==> src/rtl/ofdm_subcarrier_mapper.sv <==
// 802.11a subcarrier mapper: packs interleaved bits into BPSK/QPSK/16-QAM points,
// inserts the four scrambled pilots and streams 52 subcarriers per OFDM symbol.
`timescale 1ns/1ps
module ofdm_subcarrier_mapper #(
  parameter int OUT_W     = 8,
  parameter int SYM_CNT_W = 8
) (
  input  logic                        Clock,
  input  logic                        Reset,
  input  logic                        Start,
  input  logic                        In_Bit,
  input  logic                        In_Valid,
  output logic                        In_Ready,
  input  logic [1:0]                  Mode,
  output logic signed [OUT_W-1:0]     Out_I,
  output logic signed [OUT_W-1:0]     Out_Q,
  output logic                        Out_Valid,
  output logic [5:0]                  Out_Index,
  output logic                        Sym_Start,
  output logic                        Sym_End,
  output logic [SYM_CNT_W-1:0]        Sym_Count
);

  typedef enum logic [1:0] {IDLE = 2'd0, DATA = 2'd1, PILOT = 2'd2} state_t;
  typedef enum logic [1:0] {M_BPSK = 2'd0, M_QPSK = 2'd1, M_QAM16 = 2'd2} mode_t;

  state_t state_q, state_d;
  mode_t  mode_q, mode_in, cur_mode;

  logic [5:0] slot, slot_nxt;
  logic [1:0] bit_cnt, last_idx;
  logic [3:0] acc, bits;
  logic [6:0] lfsr;
  logic       accept, first_bit, last_bit, pilot_next, pilot_neg;
  logic signed [7:0] data_i, data_q, pilot_i;

  function automatic logic signed [7:0] qam_level(input logic hi, input logic lo);
    case ({hi, lo})
      2'b00:   qam_level = -8'sd61;
      2'b01:   qam_level = -8'sd20;
      2'b11:   qam_level = 8'sd20;
      default: qam_level = 8'sd61;
    endcase
  endfunction

  assign In_Ready = (state_q == DATA);

  always_comb begin
    accept    = In_Valid && (state_q == DATA) && !Start;
    first_bit = (slot == 6'd0) && (bit_cnt == 2'd0);

    case (Mode)
      2'b01:   mode_in = M_QPSK;
      2'b10:   mode_in = M_QAM16;
      default: mode_in = M_BPSK;
    endcase
    // The first bit of a symbol maps with the Mode it arrives with, later bits with mode_q.
    cur_mode = first_bit ? mode_in : mode_q;

    case (cur_mode)
      M_QPSK:  last_idx = 2'd1;
      M_QAM16: last_idx = 2'd3;
      default: last_idx = 2'd0;
    endcase
    last_bit = (bit_cnt == last_idx);

    bits          = acc;
    bits[bit_cnt] = In_Bit;

    case (cur_mode)
      M_QPSK: begin
        data_i = bits[0] ? 8'sd45 : -8'sd45;
        data_q = bits[1] ? 8'sd45 : -8'sd45;
      end
      M_QAM16: begin
        data_i = qam_level(bits[0], bits[1]);
        data_q = qam_level(bits[2], bits[3]);
      end
      default: begin
        data_i = bits[0] ? 8'sd64 : -8'sd64;
        data_q = '0;
      end
    endcase

    slot_nxt   = (slot == 6'd51) ? '0 : slot + 6'd1;
    pilot_next = (slot_nxt == 6'd5) || (slot_nxt == 6'd19) ||
                 (slot_nxt == 6'd32) || (slot_nxt == 6'd46);

    pilot_neg = lfsr[6] ^ lfsr[3];
    pilot_i   = (pilot_neg ^ (slot == 6'd46)) ? -8'sd64 : 8'sd64;
  end

  always_comb begin
    state_d = state_q;
    if (Start) begin
      state_d = DATA;
    end else begin
      case (state_q)
        DATA:    if (accept && last_bit && pilot_next) state_d = PILOT;
        PILOT:   state_d = DATA;
        default: state_d = IDLE;
      endcase
    end
  end

  always_ff @(posedge Clock or negedge Reset) begin
    if (!Reset) state_q <= IDLE;
    else        state_q <= state_d;
  end

  always_ff @(posedge Clock or negedge Reset) begin
    if (!Reset) begin
      slot      <= '0;
      bit_cnt   <= '0;
      acc       <= '0;
      lfsr      <= '1;
      mode_q    <= M_BPSK;
      Out_I     <= '0;
      Out_Q     <= '0;
      Out_Valid <= 1'b0;
      Out_Index <= '0;
      Sym_Start <= 1'b0;
      Sym_End   <= 1'b0;
      Sym_Count <= '0;
    end else begin
      Out_Valid <= 1'b0;
      Sym_Start <= 1'b0;
      Sym_End   <= 1'b0;
      if (Start) begin
        slot      <= '0;
        bit_cnt   <= '0;
        acc       <= '0;
        lfsr      <= '1;
        Sym_Count <= '0;
      end else if (accept) begin
        if (first_bit) mode_q <= mode_in;
        if (last_bit) begin
          bit_cnt   <= '0;
          acc       <= '0;
          Out_I     <= OUT_W'(data_i);
          Out_Q     <= OUT_W'(data_q);
          Out_Valid <= 1'b1;
          Out_Index <= slot;
          Sym_Start <= (slot == 6'd0);
          Sym_End   <= (slot == 6'd51);
          slot      <= slot_nxt;
          if (slot == 6'd51) begin
            lfsr      <= {lfsr[5:0], lfsr[6] ^ lfsr[3]};
            Sym_Count <= Sym_Count + SYM_CNT_W'(1);
          end
        end else begin
          acc[bit_cnt] <= In_Bit;
          bit_cnt      <= bit_cnt + 2'd1;
        end
      end else if (state_q == PILOT) begin
        Out_I     <= OUT_W'(pilot_i);
        Out_Q     <= '0;
        Out_Valid <= 1'b1;
        Out_Index <= slot;
        slot      <= slot_nxt;
      end
    end
  end

endmodule

==> config.mk <==
export PLATFORM = sky130hd
export DESIGN_NAME = ofdm_subcarrier_mapper
export DESIGN_NICKNAME = d
export VERILOG_FILES = /design/src/rtl/ofdm_subcarrier_mapper.sv
export SDC_FILE = /design/constraint.sdc
export NUM_CORES = 1
export LEC_CHECK = 0
export ABC_CLOCK_PERIOD_IN_PS = 2500
export BUFFER_PORTS_ARGS = -buffer_cell sky130_fd_sc_hd__buf_2
export CAP_MARGIN = 30
export CELL_PAD_IN_SITES_DETAIL_PLACEMENT = 1
export CELL_PAD_IN_SITES_GLOBAL_PLACEMENT = 2
export CORE_ASPECT_RATIO = 0.7
export CORE_MARGIN = 2
export CORE_UTILIZATION = 33
export CTS_CLUSTER_SIZE = 10
export DETAILED_ROUTE_END_ITERATION = 10
export GPL_ROUTABILITY_DRIVEN = 0
export HOLD_SLACK_MARGIN = 0.15
export PLACE_DENSITY = 0.85
export SLEW_MARGIN = 20
export SYNTH_ARGS = -nofsm -noshare
export SYNTH_HDL_FRONTEND = slang
export SYNTH_SLANG_ARGS = --single-unit
==> constraint.sdc <==
create_clock -name Clock -period 2.5 [get_ports Clock]
set_input_delay 0.375 -clock Clock [delete_from_list [all_inputs] [get_ports Clock]]
set_output_delay 0.375 -clock Clock [all_outputs]
set_load 0.05 [all_outputs]
# Word-level counts from Yosys, hierarchy flattened

Cells that the tools add are included.
W data, S select, Z words.

Register bits after elaboration: 56
Output and inout bits: 34
Word-level logic and storage cells: 119

Add/sub/neg operators: 3
Magnitude comparators: 2
Eq/ne operators: 20
Mux-type cells: 55
Bitwise logic cells: 3
Reduce and logical (&&, ||, !) cells: 23

Operators with widths:

| operator              | count |
|---|---|
| $mux W8               | 14 |
| $mux W6               | 8 |
| $pmux W8 S3           | 2 |
| $pmux W8 S2           | 2 |
| $mux W7               | 4 |
| $eq A6 B6 Y1 const B  | 4 |
| $mux W2               | 6 |
| $mux W4               | 3 |
| $pmux W2 S2           | 3 |
| $mux W1               | 11 |
| $eq A2 B1 Y1 const B  | 5 |
| $eq A2 B2 Y1 const B  | 5 |
| $add A8 B1 Y8 const B | 1 |
| $reduce_bool A2 Y1    | 4 |
| $add A6 B1 Y6 const B | 1 |
| $eq A6 B3 Y1 const B  | 1 |
| $eq A6 B5 Y1 const B  | 1 |
| $logic_and A1 B1 Y1   | 6 |
| $logic_not A2 Y1      | 3 |
| $logic_not A6 Y1      | 1 |
| $ne A3 B2 Y1 const B  | 2 |
| $reduce_and A3 Y1     | 2 |
| $bwmux W4             | 1 |
| $reduce_and A2 Y1     | 2 |
| other kinds (11)      | 14 |

# Depth between registers and ports, before layout

Depth in word-level cells: 11
Mapped depth: 15
Gate-level depth less buffers: 13

# Least setup slack after synthesis

No wires, ideal clock.

Path kind: reg2reg
Start: register bit_cnt[0]
End: register Out_I[7]
Arrival time: 2.592 ns
Data required time: 2.381 ns
Setup slack: -0.211 ns
Cell stages (with the launch flop): 16
Buffers on the path: 2
Period minus slack after synthesis: 2.711 ns
Cells stage by stage: dfrtp_1 -> inv_1 -> ha_1 -> nand4_1 -> nor3b_1 -> a21oi_1 -> inv_1 -> ha_1 -> xor2_2 -> nand4_2 -> a21o_1 -> buf_6 -> clkinv_2 -> buf_6 -> o211ai_1 -> o21a_1

RTL lines:

| what                                         | line   | text |
|---|---|---|
| start: declaration                           | 31     | `logic [1:0] bit_cnt, last_idx;` |
| start signal: assignment                     | 153    | `bit_cnt <= bit_cnt + 2'd1;` |
| $logic_not A2 Y1 *                           | 50     | `first_bit = (slot == 6'd0) && (bit_cnt == 2'd0);` |
| $logic_and A1 B1 Y1 *                        | 50     |  |
| $mux W2 *                                    | -      |  |
| named net cur_mode[1]                        | 28     | `mode_t mode_q, mode_in, cur_mode;` |
| $eq A2 B2 Y1 or $eq A2 B1 Y1 (tied branches) | 60, 70 |  |
| $pmux W2 S2                                  | 60     | `case (cur_mode)` |
| $eq A2 B2 Y1                                 | 65     | `last_bit = (bit_cnt == last_idx);` |
| $ne A2 B1 Y1 (no line)                       | -      |  |
| $reduce_and A3 Y1 (no line)                  | -      |  |
| end signal: assignment                       | 140    | `Out_I <= OUT_W'(data_i);` |
| end signal: assignment                       | 156    | `Out_I <= OUT_W'(pilot_i);` |
| end: declaration                             | 15     | `output logic signed [OUT_W-1:0] Out_I,` |

Mark *: on every way through the listed nets, which the timed path passes. The rest lies on a longest branch. The select of a mux whose other input is x is not followed.
A chain may end at the register's enable or synchronous reset.

# Final worst setup path

Start: register slot[0]
End: register state_q[0]

Longest elaborated chain between the ends: 9

RTL lines:

| what                                                                  | line | text |
|---|---|---|
| start: declaration                                                    | 30   | `logic [5:0] slot, slot_nxt;` |
| start signal: assignment                                              | 146  | `slot <= slot_nxt;` |
| start signal: assignment                                              | 160  | `slot <= slot_nxt;` |
| parallel branches: the longest is 7 deep, another holds $add A6 B1 Y6 | -    |  |
| $logic_and A1 B1 Y1 *                                                 | 99   | `DATA: if (accept && last_bit && pilot_next) state_d = PILOT;` |
| $ne A3 B2 Y1 (no line) *                                              | -    |  |
| end signal: assignment                                                | 108  | `else state_q <= state_d;` |
| end: declaration                                                      | 27   | `state_t state_q, state_d;` |

Every way passes the cells marked *.

==> results.tsv <==
stage	metric	value	unit
die	die_x	116	um
routing	drc	0	
synthesis	syn_area	2920	sq um
final_layout	antenna_cells	0	
sta	maxSlewHeadroom	54.3	%
synthesis	synth_fp_nets	321	
setup_path	rrSetupSlack	-280	ps
hold_path	hold_class	in -> async	
final_layout	fin_nets	406	
global_route	track_usage	18.8	%
die	io_pins	41	
sta	fin_crit	2780	ps
placed_design	portBuffers	40	
outcome	failed_checks	negative setup slack	
setup_path	cp.depth	12	
outcome	status	finished with violations	
placed_design	dp.cells	471	
cts	clkSlewWorstSetupHoldPaths	70	ps
sta	worstMarginPinSlew	685	ps
cts	cts-root-buf	clkbuf_16	
cts	clk_path_buf_depth	2	
final_layout	regArea	1340	sq um
final_layout	syn2layout_area_growth	45.5	%
global_route	grt_pass1_vias	2603	
synthesis	avgSynthCellArea	9.82	sq um
synthesis	synth-edff-count	0	
routing	ant_nets	0	
sta	finalMaxSlewViolations	0	
synthesis	yosysTopAreaCell	dfrtp_1	
setup_path	r2r_cells	12	
final_layout	finalCoreUtilization	49.9	%
sta	fmax	360	MHz
synthesis	ys_seq_elements	53	
sta	setup_slack	-279	ps
sta	setup_viol	51	
cts	cts_tree	yes	
cts	cts_buffers	5	
synthesis	yosysSeqAreaShare	45.8	%
global_route	antenna_found_initial	0	
global_route	grt_max_degree	54	
setup_path	path_delay_family	simple AND/OR/NAND/NOR gates	
setup_path	crit_top_cell	ha_4	
setup_path	cpMaxStageDelayCell	dfrtp_2	
sta	finClkSkew	6.06	ps
setup_path	crit_path_end	state_q[0]$_DFFE_PN0P_	
final_layout	fill_cells	929	
final_layout	final_cells	503	
synthesis	synthDistinctLibCells	54	
setup_path	path_buf_inv	3	
pwr	powerDensity	1180	nW/um^2
synthesis	ys_warn_count	0	
placed_design	dp_hpwl	5720	um
setup_path	reg2reg_from	slot[0]$_DFFE_PN0P_	
die	dieArea	9620	sq um
synthesis	yosysMostFrequentCell	dfrtp_1	
setup_path	worstPathRequired	2680	ps
setup_path	worstPathCellList	inv_2 > ha_4 > nand4_1 > nor3b_2 > a21oi_4 > ha_4 > xor2_4 > buf_4 > buf_6 > nand3_4 > nand4b_1 > o32a_1	
synthesis	yosys-top-cells-area	dfrtp_1, ha_1, dfstp_2	
routing	wl_per_cell	19.0	um
synthesis	async_reset_ff_share	100	%
die	num_rows	28	
routing	dr.pass1.iters	4	
routing	drt-initial-drc-count	118	
routing	via_count	2642	
synthesis	synth_flop_cell	dfrtp_1	
setup_path	cpPeakStageDelay	410	ps
synthesis	synth_cells	297	
setup_path	r2r_end	state_q[0]$_DFFE_PN0P_	
synthesis	netlist_top_cells_count	dfrtp_1, nand2_1, a21oi_1	
cts	clk_latency	300	ps
setup_path	worstPathMaxFanout	4	
synthesis	yosys.area.top_type_share	39.5	%
die	core_area	8510	sq um
die	die_h	82.7	um
cts	hold_buffers	0	
sta	rsz0062_at_grt	true	
sta	min_period_over_period	111	%
sta	hold_viol_final	0	
final_layout	drive_above_1_share	47.5	%
pwr	leakage	1.93	nW
setup_path	crit_start	slot[0]$_DFFE_PN0P_	
cts	clock-sinks	53	
setup_path	startpoint_type	flip-flop	
routing	wl	9550	um
setup_path	cp-end-kind	flip-flop	
routing	viasPerCell	5.25	
global_route	grt_overflow_total	0	
final_layout	multi_input_area	1790	sq um
cts	htree_num_levels	2	
global_route	grt_pass1_wl	13700	um
job	maxCapViolCount	0	
die	start_util	34.3	%
setup_path	cp.arrival	2960	ps
setup_path	crit_type	reg -> reg	
pwr	ir_drop	0.000566	V
stage by stage:
| stage | setup slack [ps] | hold WS, ps | TNS (ps) | instance area [sq um] | total power, W |
|---|---|---|---|---|---|
| CTS | -124 | 236 | -2520 | 3860 | 0.00432 |
| floorplan | -124 | 79.4 | -1700 | 3020 | 0.00246 |
| finish | -279 | 187 | -8680 | 4250 | 0.00501 |
| global route | -387 | 256 | -15530 | 4250 | 0.00526 |
| global placement | -55.4 | 459 | -232 | 3490 | 0.00305 |
| detailed placement | -196 | 465 | -4430 | 3490 | 0.00311 |
state kept, by name (all words and copies together) (netlist names), 2 cells and up:
| signal | flops |
|---|---|
| Out_I | 7 |
| Out_Index | 6 |
| Out_Q | 6 |
| Sym_Count | 8 |
| acc | 4 |
| bit_cnt | 2 |
| lfsr | 7 |
| mode_q | 2 |
| slot | 6 |
| state_q | 2 |
worst register-to-register path, cell delays in order, from the launching register on:
cell	delay [ps]
dfrtp_2	410
inv_2	100
ha_4	150
nand4_1	240
nor3b_2	320
a21oi_4	70
ha_4	300
xor2_4	210
buf_4	170
buf_6	100
nand3_4	90
nand4b_1	290
o32a_1	230
cell type report:
class / instances / share of cell area [%]
clock buffers: 6 / 3.27
clock inverters: 2 / 0.884
inverters: 16 / 1.59
repair buffers: 98 / 17.2
well taps: 120 / 3.54
flip-flops and latches: 53 / 31.5
multi-input cells: 208 / 42.1
report_power, final:
part           leakage, nW  switching [W]  total, W  internal (W)
Clock               0.0831       0.000328  0.000828      0.000501
Sequential           0.692      0.0000986   0.00109      0.000990
Combinational         1.16        0.00178   0.00309       0.00131
cell families (layout without fill, tap and decap cells):
logic type / count (synthesis) / count (layout) / share of synthesized area (%)
compound gates: 77 / 77 / 17.4
xor+xnor: 12 / 12 / 4.12
fa+ha+maj: 17 / 17 / 7.29
buf+inv: 36 / 122 / 6.56
flops: 53 / 53 / 45.8
mux: 7 / 7 / 2.44
simple gates: 95 / 95 / 16.4
layer usage:
layer | up-vias | wire length (um) | track usage, %
li1 | 1214 | - | -
met1 | 1341 | 4230 | 25.7
met2 | 70 | 4760 | 31.2
met3 | 17 | 382 | 3.21
met4 | 0 | 183 | 4.29
met5 | - | 0 | 0
placed cells by master, fill, tap and decap left out, types with 7 or more instances in the layout:
| cell | synthesis | final |
|---|---|---|
| dfrtp_1 | 46 | 44 |
| buf_4 | 3 | 43 |
| buf_2 | 5 | 40 |
| nand2_1 | 38 | 20 |
| a21oi_1 | 20 | 16 |
| ha_1 | 17 | 14 |
| nand2_2 | 0 | 12 |
| buf_6 | 5 | 12 |
| inv_1 | 15 | 11 |
| nor2_1 | 15 | 10 |
| o21ai_0 | 18 | 10 |
| nand3_1 | 8 | 7 |
| clkbuf_16 | 0 | 7 |
| dfstp_2 | 7 | 7 |
worst min path at each step:
stage,start,end,slack [ps],depth (start not counted)
final,Reset,Out_Q[6]$_DFFE_PN0P_,190,2
after global routing,Reset,Out_Index[2]$_DFFE_PN0P_,260,2
after CTS,Reset,Out_Index[4]$_DFFE_PN0P_,240,2
after detailed placement,Out_Q[1]$_DFFE_PN0P_,Out_Q[1]$_DFFE_PN0P_,470,2
after global placement,Out_Index[2]$_DFFE_PN0P_,Out_Index[2]$_DFFE_PN0P_,460,2
after floorplan,Reset,Out_I[0]$_DFFE_PN0P_,80,0
what timing repair did:
action | in CTS | in global routing
cloned | 0 | 2
endpoints found under the setup margin | 39 | 51
gates resized for setup | 24 | 61
pin swaps | 9 | 14
buffers inserted | 11 | 12
Power figures use the tool's default switching activity.
